$ cat src/rtl/player_motion.sv
// Per-frame player ship controller: moves the ship on each vsync tick and raises a held fire request.
// PlayerX/FireReq update one Clk edge after the tick; vsync rising edge to tick is 3 Clk edges.
module player_motion #(
  parameter int X_START         = 320,
  parameter int Y_POS           = 440,
  parameter int X_MIN           = 12,
  parameter int X_MAX           = 627,
  parameter int STEP            = 2,
  parameter int SIZE            = 8,
  parameter int COOLDOWN_FRAMES = 8
) (
  input  logic       Clk,
  input  logic       Reset_n,
  input  logic       frame_clk,
  input  logic [7:0] keycode,
  output logic [9:0] PlayerX,
  output logic [9:0] PlayerY,
  output logic [4:0] Size,
  output logic       FireReq,
  input  logic       FireAck,
  output logic [9:0] ShotX,
  output logic [9:0] ShotY
);

  localparam logic [7:0] KEY_LEFT  = 8'h04;
  localparam logic [7:0] KEY_RIGHT = 8'h07;
  localparam logic [7:0] KEY_FIRE  = 8'h2C;

  localparam logic [9:0] XSTART    = 10'(X_START);
  localparam logic [9:0] XMIN      = 10'(X_MIN);
  localparam logic [9:0] XMAX      = 10'(X_MAX);
  localparam logic [9:0] XSTEP     = 10'(STEP);
  localparam logic [9:0] LEFT_LIM  = 10'(X_MIN + STEP);
  localparam logic [9:0] RIGHT_LIM = 10'(X_MAX - STEP);
  localparam logic [7:0] CD_LOAD   = 8'(COOLDOWN_FRAMES);

  localparam logic [1:0] S_IDLE = 2'd0;
  localparam logic [1:0] S_REQ  = 2'd1;
  localparam logic [1:0] S_COOL = 2'd2;

  logic       vsync_meta, vsync_sync, vsync_prev;
  logic       tick;
  logic [1:0] state;
  logic [7:0] cnt;
  logic       space_prev;
  logic       is_fire;

  assign is_fire = (keycode == KEY_FIRE);

  assign PlayerY = 10'(Y_POS);
  assign Size    = 5'(SIZE);
  assign ShotY   = 10'(Y_POS - SIZE);

  // frame_clk is asynchronous: two flops for metastability, a third for the rising-edge compare
  always_ff @(posedge Clk) begin
    if (!Reset_n) begin
      vsync_meta <= 1'b0;
      vsync_sync <= 1'b0;
      vsync_prev <= 1'b0;
      tick       <= 1'b0;
    end else begin
      vsync_meta <= frame_clk;
      vsync_sync <= vsync_meta;
      vsync_prev <= vsync_sync;
      tick       <= vsync_sync & ~vsync_prev;
    end
  end

  // Compare against the limit before stepping so the unsigned position never wraps
  always_ff @(posedge Clk) begin
    if (!Reset_n) begin
      PlayerX <= XSTART;
    end else if (tick) begin
      if (keycode == KEY_LEFT) begin
        PlayerX <= (PlayerX < LEFT_LIM) ? XMIN : PlayerX - XSTEP;
      end else if (keycode == KEY_RIGHT) begin
        PlayerX <= (PlayerX > RIGHT_LIM) ? XMAX : PlayerX + XSTEP;
      end
    end
  end

  always_ff @(posedge Clk) begin
    if (!Reset_n) begin
      state      <= S_IDLE;
      cnt        <= 8'd0;
      space_prev <= 1'b1;
      FireReq    <= 1'b0;
      ShotX      <= XSTART;
    end else begin
      case (state)
        S_IDLE: begin
          if (tick && is_fire && !space_prev) begin
            state   <= S_REQ;
            FireReq <= 1'b1;
            ShotX   <= PlayerX;
          end
        end
        S_REQ: begin
          if (FireAck) begin
            state   <= S_COOL;
            FireReq <= 1'b0;
            cnt     <= CD_LOAD;
          end
        end
        S_COOL: begin
          if (tick) begin
            if (cnt == 8'd1) begin
              state <= S_IDLE;
              cnt   <= 8'd0;
            end else begin
              cnt <= cnt - 8'd1;
            end
          end
        end
        default: state <= S_IDLE;
      endcase
      // Tracks the key in every state, so a press swallowed during REQ/COOLDOWN needs a re-press
      if (tick) space_prev <= is_fire;
    end
  end

endmodule

$ cat config.mk
export PLATFORM = sky130hd
export DESIGN_NAME = player_motion
export DESIGN_NICKNAME = d
export VERILOG_FILES = /design/src/rtl/player_motion.sv
export SDC_FILE = /design/constraint.sdc
export NUM_CORES = 1
export LEC_CHECK = 0
export ABC_AREA = 0
export CAP_MARGIN = 20
export CORE_MARGIN = 2
export CORE_UTILIZATION = 49
export CTS_CLUSTER_SIZE = 24
export DETAILED_ROUTE_END_ITERATION = 8
export PLACE_DENSITY = 0.84
export SYNTH_ARGS = -nofsm -noshare
export SYNTH_HDL_FRONTEND = slang
export SYNTH_SLANG_ARGS = --single-unit
$ cat constraint.sdc
create_clock -name Clk -period 1.91 [get_ports Clk]
set_input_delay 0.382 -clock Clk [delete_from_list [all_inputs] [get_ports Clk]]
set_output_delay 0.382 -clock Clk [all_outputs]
set_load 0.01 [all_outputs]
; ---- Word-level counts from Yosys, hierarchy flattened
; Cells that the tools add are included.
[totals]
regBits = 36
out_inout_bits = 46
elab_cells = 55
[classes]
add_sub_neg = 3
order_cmp = 2
eq_ne = 10
muxes = 16
bitwise_logic = 2
reduce_logical = 12
[ops]
columns = operator, n
row1 = 2-to-1 mux 10 bit, 4
row2 = 2-to-1 mux 8 bit, 3
row3 = equality test 8 x 3 -> 1 bit (second input constant), 2
row4 = case mux 8 bit (2 select lines), 1
row5 = adder 10 x 2 -> 10 bit (second input constant), 1
row6 = greater-than comparator 10 bit (second input constant), 1
row7 = less-than comparator 10 x 4 -> 1 bit (second input constant), 1
row8 = subtractor 10 x 2 -> 10 bit (second input constant), 1
row9 = equality test 8 x 1 -> 1 bit (second input constant), 1
row10 = equality test 8 x 6 -> 1 bit (second input constant), 1
row11 = 2-to-1 mux 2 bit, 4
row12 = != test 2 bit (second input constant), 4
row13 = subtractor 8 x 1 -> 8 bit (second input constant), 1
row14 = case mux 2 bit (3 select lines), 1
row15 = AND reduction 3 bit, 2
row16 = nonzero test 2 bit, 3
row17 = AND reduction 2 bit, 2
row18 = AND reduction 4 bit, 1
row19 = equality test 2 x 1 -> 1 bit (second input constant), 1
row20 = equality test 2 bit (second input constant), 1
row21 = logical AND 1 bit, 2
row22 = zero test 2 bit, 1
row23 = 2-to-1 mux 1 bit, 2
row24 = case mux 1 bit (2 select lines), 1
row25 = other kinds (3), 3

; ---- Logic depth before layout (Yosys ltp)
; Gate-level depths: netlist (run 1).
[depth]
depth_word = 5
mapped_depth = 7

; ---- Worst setup path after synthesis (run 1)
; Ideal clock, no wire load.
[synth_timing]
path_kind = input-to-reg
from = in keycode[3]
to = reg PlayerX[1]
setup_time_ns = 0.115
arrival_time_ns = 1.513
required_ns = 1.795
path_slack_ns = 0.282
stages = 5
path_cell_list = nor4_4 -> nand4_1 -> a21oi_1 -> mux2i_1 -> and2_1
[synth_between]
elab_chain_cells = 3
[synth_lines]
columns = item, line
row1 = start: declaration, 15  ; input logic [7:0] keycode,
row2 = equality test 8 x 3 -> 1 bit (on tied branches), "74, 76"
row3 = nonzero test 2 bit (no source line), -
row4 = AND reduction 2 bit (no source line), -
row5 = end signal: assignment, 75  ; PlayerX <= (PlayerX < LEFT_LIM) ? XMIN : PlayerX - XSTEP;
row6 = end signal: assignment, 77  ; PlayerX <= (PlayerX > RIGHT_LIM) ? XMAX : PlayerX + XSTEP;
row7 = end: declaration, 16  ; output logic [9:0] PlayerX,
; Several ways; a longest one is shown, not always the timed one.
; A chain may end at the register's enable or synchronous reset.

; ---- Worst setup path in the final report (run 1)
[layout_timing]
from = in keycode[6]
to = reg PlayerX[0]
; Same word-level chain as after synthesis.

==> impl_metrics.ini, run 1 <==
[place]
gp_congestion = 0.957
io_buffer_count = 32
place_area_um2 = 2750
hpwlAfterDp_um = 4130

[power_and_ir_drop]
p_leak_nw = 1.26
p_total_mw = 1.54
vdd_drop_max_uv = 506
power_density_nw_per_um2 = 523

[status]
status = complete, no violations

[floorplan]
die-area_um2 = 5240
fp.coreArea_um2 = 4440
die_y_um = 72.4
ios = 58
std_cell_rows = 24
die_w_um = 72.4
initial_utilization_pct = 51.6

[clock_network]
cts_htree_levels = 2
clk_path_buf_depth = 2
postCtsSetupRepairBufs = 0
cts-root-buf = clkbuf_8
cts_tree = done
cts_made_buffers = 5
hold_buffers = 0
clk_latency_ns = 0.28
cts_sinks = 36
clkTransAtPathRegs_ns = 0.08

[cells_and_area]
utilization_pct = 66.1
num_antenna_cells = 0
final_layout_size_suffix_gt1_share_pct = 19.8
area_delta_synth_final_pct = 28.2
nets = 348
finalInstanceArea_um2 = 2940

[synth]
syn_area_um2 = 2290
yosysWarnings = 0
synth_ff_type = dfxtp_1
synth_edf_count = 0
synth-seq-area-share_pct = 31.4
async_flop_share_pct = 0
ys_ff_latch = 36
synthCells = 275
synth.avg_cell_area_um2 = 8.34
synth_cell_types = 57

[sta]
hold_viol = 0
fmax_mhz = 529
hold_slack_ns = 0.396
finalClockSkew_ns = 0.0112
slew_headroom_pct = 59.6
period_share_pct = 98.9
slew_viol_final = 0
worstMarginPinSlew_ns = 0.604
min_period_ns = 1.89
setup_viol = 0

[setup_path]
critPathKind = in2reg
critical_path.startpoint_type = input pin
endpoint_kind = register
cp.arrival_ns = 2.06
r2r_cells = 6
cp.required_ns = 2.09
cp_max_fo = 7

[routing]
antenna_left = 0
drt_pass1_iterations = 5
drt-wirelength-per-cell_um = 14.5
viasPerCell = 5.56
vias = 2142
first_iter_violations = 129
drc = 0
wl_um = 5600

[job]
cap_violations = 0

[worst_hold_path]
min_path_type = reg2reg
hold_depth = 1

[global_routing]
antenna_found_initial = 0
track_usage_pct = 21.7
grt_overflow_total = 0
grt_pass1_vias = 2056
grt_pass1_wl_um = 9160
grt_max_degree = 32
==> sequential cells by signal, indices dropped and copies added (netlist names) <==
name        flops
FireReq         1
vsync_prev      1
PlayerX        10
space_prev      1
cnt             8
vsync_meta      1
state           2
ShotX          10
vsync_sync      1
tick            1
==> cells in the final DEF, fill, tap and decap left out, types with 4 or more instances in the layout <==
master            n
a21oi_1          13
and2_1            6
and3_1            4
buf_4            31
clkbuf_8          5
clkdlybuf4s50_1  26
conb_1           25
dfxtp_1          36
dlymetal6s2s_1    5
ha_1              4
inv_1             7
mux2i_1          10
nand2_1          12
nand3_1           7
nand4_1           8
nor2_1           20
nor2b_1          13
nor3_1            7
nor4_2            5
o21ai_0          13
o21ai_1           6
xnor2_1           5
==> report_power, final <==
part	switching [mW]	internal [mW]	leakage [nW]
combinational	0.0674	0.0500	0.912
sequential	0.00268	0.754	0.291
clock	0.277	0.386	0.0541
total	0.347	1.19	1.26
==> through the flow <==
step | TNS, ns | worst slack, ns | cells
5_1_grt | -0.129 | -0.121 | 385
3_5_place_dp | -5.20 | -0.310 | 377
3_3_place_gp | -4.26 | -0.260 | 377
4_1_cts | 0 | 0.0209 | 385
2_1_floorplan | 0 | 0.282 | 298
6_report | 0 | 0.0204 | 385
==> what timing repair did <==
action	CTS	global route
hold endpoints to repair	0	0
setup endpoints to repair	8	18
gates resized for setup	2	17
==> cell usage after synthesis (7+ instances only) <==
cell type	count	area share, %
dfxtp_1	36	31
buf_4	26	8.5
nor2_1	21	3.4
a21oi_1	14	3.1
nor2b_1	13	3.5
o21ai_0	13	2.8
nand2_1	12	2.0
mux2i_1	11	4.8
nand4_1	8	2.2
nor3_1	8	1.7
inv_1	7	1.1
nand3_1	7	1.5
==> cells by family after synthesis <==
logic type / count (synthesis) / share of synthesized area [%]
AND/OR/NAND/NOR: 112 / 30.2
multiplexers: 11 / 4.80
buffers and inverters: 45 / 12.5
flip-flops: 36 / 31.4
AO/OA/AOI/OAI: 56 / 15.1
other: 2 / 0.328
XOR/XNOR: 9 / 3.44
adder cells (fa/ha/maj): 4 / 2.18
==> critical path: stages <==
cell and delay, ns:
clkdlybuf4s50_1 0.43, buf_4 0.16, nor4_4 0.13, buf_6 0.17, nand4_1 0.18, o21ai_0 0.30, o21ai_1 0.13, and2_1 0.17
==> path summary, 6_finish.rpt <==
| check | to | start | slack (ns) |
|---|---|---|---|
| worst min-delay path | tick | vsync_prev | 0.40 |
| worst min register to register | tick | vsync_prev | 0.40 |
| worst max register to register | ShotX[4] | tick | 0.17 |
| worst max-delay path | PlayerX[0] | keycode[6] | 0.02 |
==> per-layer routing <==
| layer | global-route usage (%) | vias up | wire length, um |
|---|---|---|---|
| met3 | 4.86 | 14 | 301 |
| li1 | - | 1034 | - |
| met1 | 25.7 | 1018 | 2300 |
| met2 | 38.9 | 76 | 2870 |
| met4 | 7.00 | 0 | 129 |
| met5 | 0 | - | 0 |
==> layout make-up <==
cell class              count  area [um^2]
clock buffers               5         68.8
clock inverters             3         42.5
fillers                   383         1510
inverters                   7         26.3
multi-input cells         217         1430
flip-flops and latches     36          721
well taps                  52         65.1
repair buffers             65          587
Power figures use the tool's default switching activity.
==> run 2: changes to the inputs <==
--- a/config.mk
+++ b/config.mk
@@ -8,10 +8,10 @@
 export ABC_AREA = 0
 export CAP_MARGIN = 20
 export CORE_MARGIN = 2
-export CORE_UTILIZATION = 49
+export CORE_UTILIZATION = 50
 export CTS_CLUSTER_SIZE = 24
 export DETAILED_ROUTE_END_ITERATION = 8
-export PLACE_DENSITY = 0.84
+export PLACE_DENSITY = 0.85
 export SYNTH_ARGS = -nofsm -noshare
 export SYNTH_HDL_FRONTEND = slang
 export SYNTH_SLANG_ARGS = --single-unit
==> constraint.sdc (replaced) <==
create_clock -name Clk -period 2.2 [get_ports Clk]
set_input_delay 0.44 -clock Clk [delete_from_list [all_inputs] [get_ports Clk]]
set_output_delay 0.44 -clock Clk [all_outputs]
set_load 0.01 [all_outputs]
==> impl_metrics.ini, run 2 (same netlist as run 1, synthesis figures left out) <==
[status]
status = complete, no violations

[clock_network]
cts_tree = done
cts_made_buffers = 5
cts_sinks = 36
cts-root-buf = clkbuf_8
postCtsSetupRepairBufs = 0
ctsResizeCount = 0
clkTransAtPathRegs_ns = 0.07
cts_htree_levels = 2
clk_path_buf_depth = 2
hold_buffers = 0
clk_latency_ns = 0.29

[cells_and_area]
reg.largest.list = PlayerX: 10 flops, ShotX: 10 flops, cnt: 8 flops
num_antenna_cells = 0
area_delta_synth_final_pct = 21.0
nets = 336
final_cell_mix = 36 x dfxtp_1, 32 x clkdlybuf4s50_1, 25 x conb_1, 21 x nor2_1, 21 x buf_4
layout_commonest_cell = dfxtp_1
final_layout_size_suffix_gt1_share_pct = 14.0

[power_and_ir_drop]
power_density_nw_per_um2 = 480
p_total_mw = 1.33
vdd_drop_max_uv = 338
p_leak_nw = 1.15

[sta]
period_share_pct = 91.8
rsz0062_at_grt = no
hold_viol = 0
worstMarginPinSlew_ns = 0.575
finalClockSkew_ns = 0.00638
slew_viol_final = 0
hold_slack_ns = 0.397
setup_viol = 0
slew_headroom_pct = 61.6
fmax_mhz = 495
min_period_ns = 2.02

[routing]
wl_um = 5220
viasPerCell = 5.48
vias = 2043
antenna_left = 0
drt-wirelength-per-cell_um = 14.0
first_iter_violations = 145
drt_pass1_iterations = 5
drc = 0

[floorplan]
ios = 58
die-area_um2 = 5140
std_cell_rows = 24
initial_utilization_pct = 52.3
die_w_um = 71.7
fp.coreArea_um2 = 4380
die_y_um = 71.7

[place]
hpwlAfterDp_um = 3820
gp_congestion = 0.938
io_buffer_count = 32

[setup_path]
cp.required_ns = 2.43
endpoint_kind = register
critPathKind = in2reg
r2r_cells = 5
path_cells = clkdlybuf4s50_1 > buf_4 > nor4_4 > buf_4 > and3_1 > a31oi_1 > a22o_1 > a21oi_2
r2r_setup_slack_ns = 0.39
cpPeakStageDelay_ns = 0.43
crit_top_cell = buf_4
cp.arrival_ns = 2.25
cp_max_fo = 7
slowest_stage = clkdlybuf4s50_1
regToRegStartpoint = PlayerX[5]
critical_path.startpoint_type = input pin
timing.rr.end = PlayerX[5]

[global_routing]
grt_pass1_vias = 1832
grt_overflow_total = 0
antenna_found_initial = 0
grt_max_degree = 32
track_usage_pct = 21.2
grt_pass1_wl_um = 8650

[job]
cap_violations = 0

[worst_hold_path]
hp-start = vsync_prev
hold_end = tick
hold_depth = 1
min_path_type = reg2reg
==> run 2: cell types whose count changed in the layout (fill, tap and decap cells not counted), moves of 2 or more <==
| cell | delta |
|---|---|
| buf_4 | -10 |
| buf_6 | -2 |
| clkdlybuf4s50_1 | +6 |
| dlymetal6s2s_1 | -5 |
| nor4_1 | +3 |
| nor4_2 | -3 |
==> run 2: worst max-delay path, delay by kind of cell <==
| kind | cells | cell delay [ns] |
|---|---|---|
| AO/OA/AOI/OAI | 3 | 0.53 |
| AND/OR/NAND/NOR | 2 | 0.50 |
| buffers and inverters | 3 | 0.78 |
==> run 2: stage by stage <==
step / worst slack, ns / setup TNS (ns) / cell area, um^2 / utilization, % / std cells
floorplan: 0.514 / 0 / 2380 / - / 298
global placement: -0.0849 / -0.706 / 2660 / 60.7 / 365
detailed placement: -0.160 / -1.69 / 2660 / 60.7 / 365
CTS: 0.148 / 0 / 2770 / 63.2 / 373
global route: 0.0535 / 0 / 2770 / 63.3 / 373
finish: 0.181 / 0 / 2770 / 63.3 / 373
==> run 2: report_power, final <==
part / switching [mW] / total [mW] / internal (mW)
sequential: 0.00215 / 0.657 / 0.655
clock: 0.242 / 0.578 / 0.336
combinational: 0.0542 / 0.0971 / 0.0429
==> run 2: per-layer routing <==
| metal | vias to the layer above | share of wire, % | track usage, % |
|---|---|---|---|
| li1 | 1009 | - | - |
| met4 | 0 | 1.9 | 8.81 |
| met3 | 11 | 6.5 | 5.63 |
| met5 | - | 0 | 0 |
| met1 | 941 | 44 | 26.4 |
| met2 | 82 | 47 | 34.7 |
==> run 2: cell type report <==
type | count | area, um^2
Clock buffer | 6 | 72.6
Clock inverter | 2 | 35.0
Fill cell | 387 | 1610
Inverter | 7 | 26.3
Multi-Input combinational cell | 217 | 1380
Sequential cell | 36 | 721
Tap cell | 52 | 65.1
Timing Repair Buffer | 53 | 478
==> run 2: how the worst max path moves through the flow <==
stage,startpoint,endpoint,slack [ns],depth (start not counted)
after global routing,keycode[7],PlayerX[5],0.05,8
after floorplan,keycode[3],PlayerX[1],0.51,5
after global placement,keycode[4],ShotX[6],-0.08,7
final,keycode[7],PlayerX[5],0.18,8
after detailed placement,keycode[4],ShotX[8],-0.16,7
after CTS,keycode[4],ShotX[8],0.15,7
==> run 3: changes to the inputs <==
--- a/config.mk
+++ b/config.mk
@@ -8,10 +8,10 @@
 export ABC_AREA = 0
 export CAP_MARGIN = 20
 export CORE_MARGIN = 2
-export CORE_UTILIZATION = 50
+export CORE_UTILIZATION = 35
 export CTS_CLUSTER_SIZE = 24
 export DETAILED_ROUTE_END_ITERATION = 8
-export PLACE_DENSITY = 0.85
+export PLACE_DENSITY = 0.64
 export SYNTH_ARGS = -nofsm -noshare
 export SYNTH_HDL_FRONTEND = slang
 export SYNTH_SLANG_ARGS = --single-unit
==> impl_metrics.ini, run 3 (same netlist as run 1, synthesis figures left out) <==
[status]
status = complete, no violations

[floorplan]
ios = 58
std_cell_rows = 29
die_w_um = 84.9
fp.coreArea_um2 = 6350
die-area_um2 = 7210
die_y_um = 84.9
initial_utilization_pct = 36.1

[sta]
period_share_pct = 91.2
min_period_ns = 2.01
setup_viol = 0
worstMarginPinSlew_ns = 0.575
hold_viol = 0
slew_headroom_pct = 61.5
slew_viol_final = 0
finalClockSkew_ns = 0.00303
rsz0062_at_grt = no
fmax_mhz = 498

[setup_path]
r2r_setup_slack_ns = 0.31
critPathKind = in2reg
critical_path.startpoint_type = input pin
r2r_cells = 5
timing.rr.end = PlayerX[5]
cp.arrival_ns = 2.24
cp.required_ns = 2.43
crit_path_end = PlayerX[5]
endpoint_kind = register
cp_max_fo = 7
regToRegStartpoint = PlayerX[2]
path_cells = clkdlybuf4s50_1 > nor4_4 > buf_4 > and3_1 > a31oi_1 > a22o_1 > a21oi_2
slowest_stage = clkdlybuf4s50_1
startpoint = keycode[3]
cpPeakStageDelay_ns = 0.48

[power_and_ir_drop]
p_leak_nw = 1.17
p_total_mw = 1.39
power_density_nw_per_um2 = 489
vdd_drop_max_uv = 317

[clock_network]
postCtsSetupRepairBufs = 0
cts_sinks = 36
clk_path_buf_depth = 2
cts_made_buffers = 5
cts_tree = done
ctsResizeCount = 0
clk_latency_ns = 0.29
hold_buffers = 0
cts-root-buf = clkbuf_8
cts_htree_levels = 2
clkTransAtPathRegs_ns = 0.07

[routing]
drt_pass1_iterations = 4
drt-wirelength-per-cell_um = 13.1
antenna_left = 0
drc = 0
first_iter_violations = 145
viasPerCell = 5.12
wl_um = 5260
vias = 2054

[cells_and_area]
layout_commonest_cell = dfxtp_1
reg.largest.list = PlayerX: 10 flops, ShotX: 10 flops, cnt: 8 flops
final_cell_mix = 36 x dfxtp_1, 32 x clkdlybuf4s50_1, 25 x conb_1, 24 x buf_4, 21 x nor2_1
utilization_pct = 44.7
area_delta_synth_final_pct = 24.0
regArea_um2 = 721
multi_input_area_um2 = 1370
fill_cells = 630
layoutNonFillerInstCount = 401
final_layout_size_suffix_gt1_share_pct = 14.8
nets = 339
num_antenna_cells = 0

[place]
io_buffer_count = 32
gp_congestion = 0.916
hpwlAfterDp_um = 3910
dp_cells = 393

[global_routing]
grt_overflow_total = 0
grt_pass1_wl_um = 8440
antenna_found_initial = 0
grt_pass1_vias = 1766
track_usage_pct = 14.5
grt_max_degree = 32

[worst_hold_path]
min_path_type = reg2reg

[job]
cap_violations = 0
run 3: changes by cell type in the layout (fill, tap and decap cells not counted):
| cell | change |
|---|---|
| nor3_1 | +1 |
| buf_4 | +3 |
| nor3_2 | -1 |
| clkinv_2 | -1 |
| clkbuf_8 | +2 |
| clkbuf_1 | -1 |
run 3: power by group:
group / total, mW / switching [mW] / internal [mW]
logic: 0.0961 / 0.0536 / 0.0425
clock network: 0.635 / 0.236 / 0.400
registers: 0.657 / 0.00220 / 0.655
total: 1.39 / 0.291 / 1.10
run 3: metrics by stage:
step	area [um^2]	hold slack, ns	TNS [ns]	setup slack, ns
6_report	2840	0.386	0	0.193
5_1_grt	2840	0.397	0	0.0958
4_1_cts	2840	0.390	0	0.216
3_5_place_dp	2720	0.383	-0.530	-0.0710
3_3_place_gp	2720	0.374	-0.0957	-0.0412
2_1_floorplan	2380	0.367	0	0.514
run 3: layout make-up:
cell class	instances	area share (%)
clock buffer	7	3.39
timing repair buffer	56	17.6
sequential	36	25.4
multi-input combinational	217	48.3
tap	77	3.39
inverter	7	0.925
clock inverter	1	1.06
run 3: critical path, delay by kind of cell:
family	cells	cell delay [ns]
simple gates	2	0.62
compound gates	3	0.50
buf+inv	2	0.67
run 3: worst min-delay path by stage:
stage               startpoint  endpoint  slack [ns]  depth (start not counted)
floorplan           vsync_prev      tick        0.37                          1
global placement    vsync_prev      tick        0.37                          1
global route        vsync_prev      tick        0.40                          1
CTS                 vsync_prev      tick        0.39                          1
detailed placement  vsync_prev      tick        0.38                          1
finish              vsync_prev      tick        0.39                          1
run 3: metal layers:
metal | vias to the layer above | GRT usage, % | routed length [um]
met1 | 951 | 19.6 | 2470
met4 | 0 | 6.93 | 112
met3 | 9 | 3.02 | 296
li1 | 1017 | - | -
met5 | - | 0 | 0
met2 | 77 | 22.2 | 2380
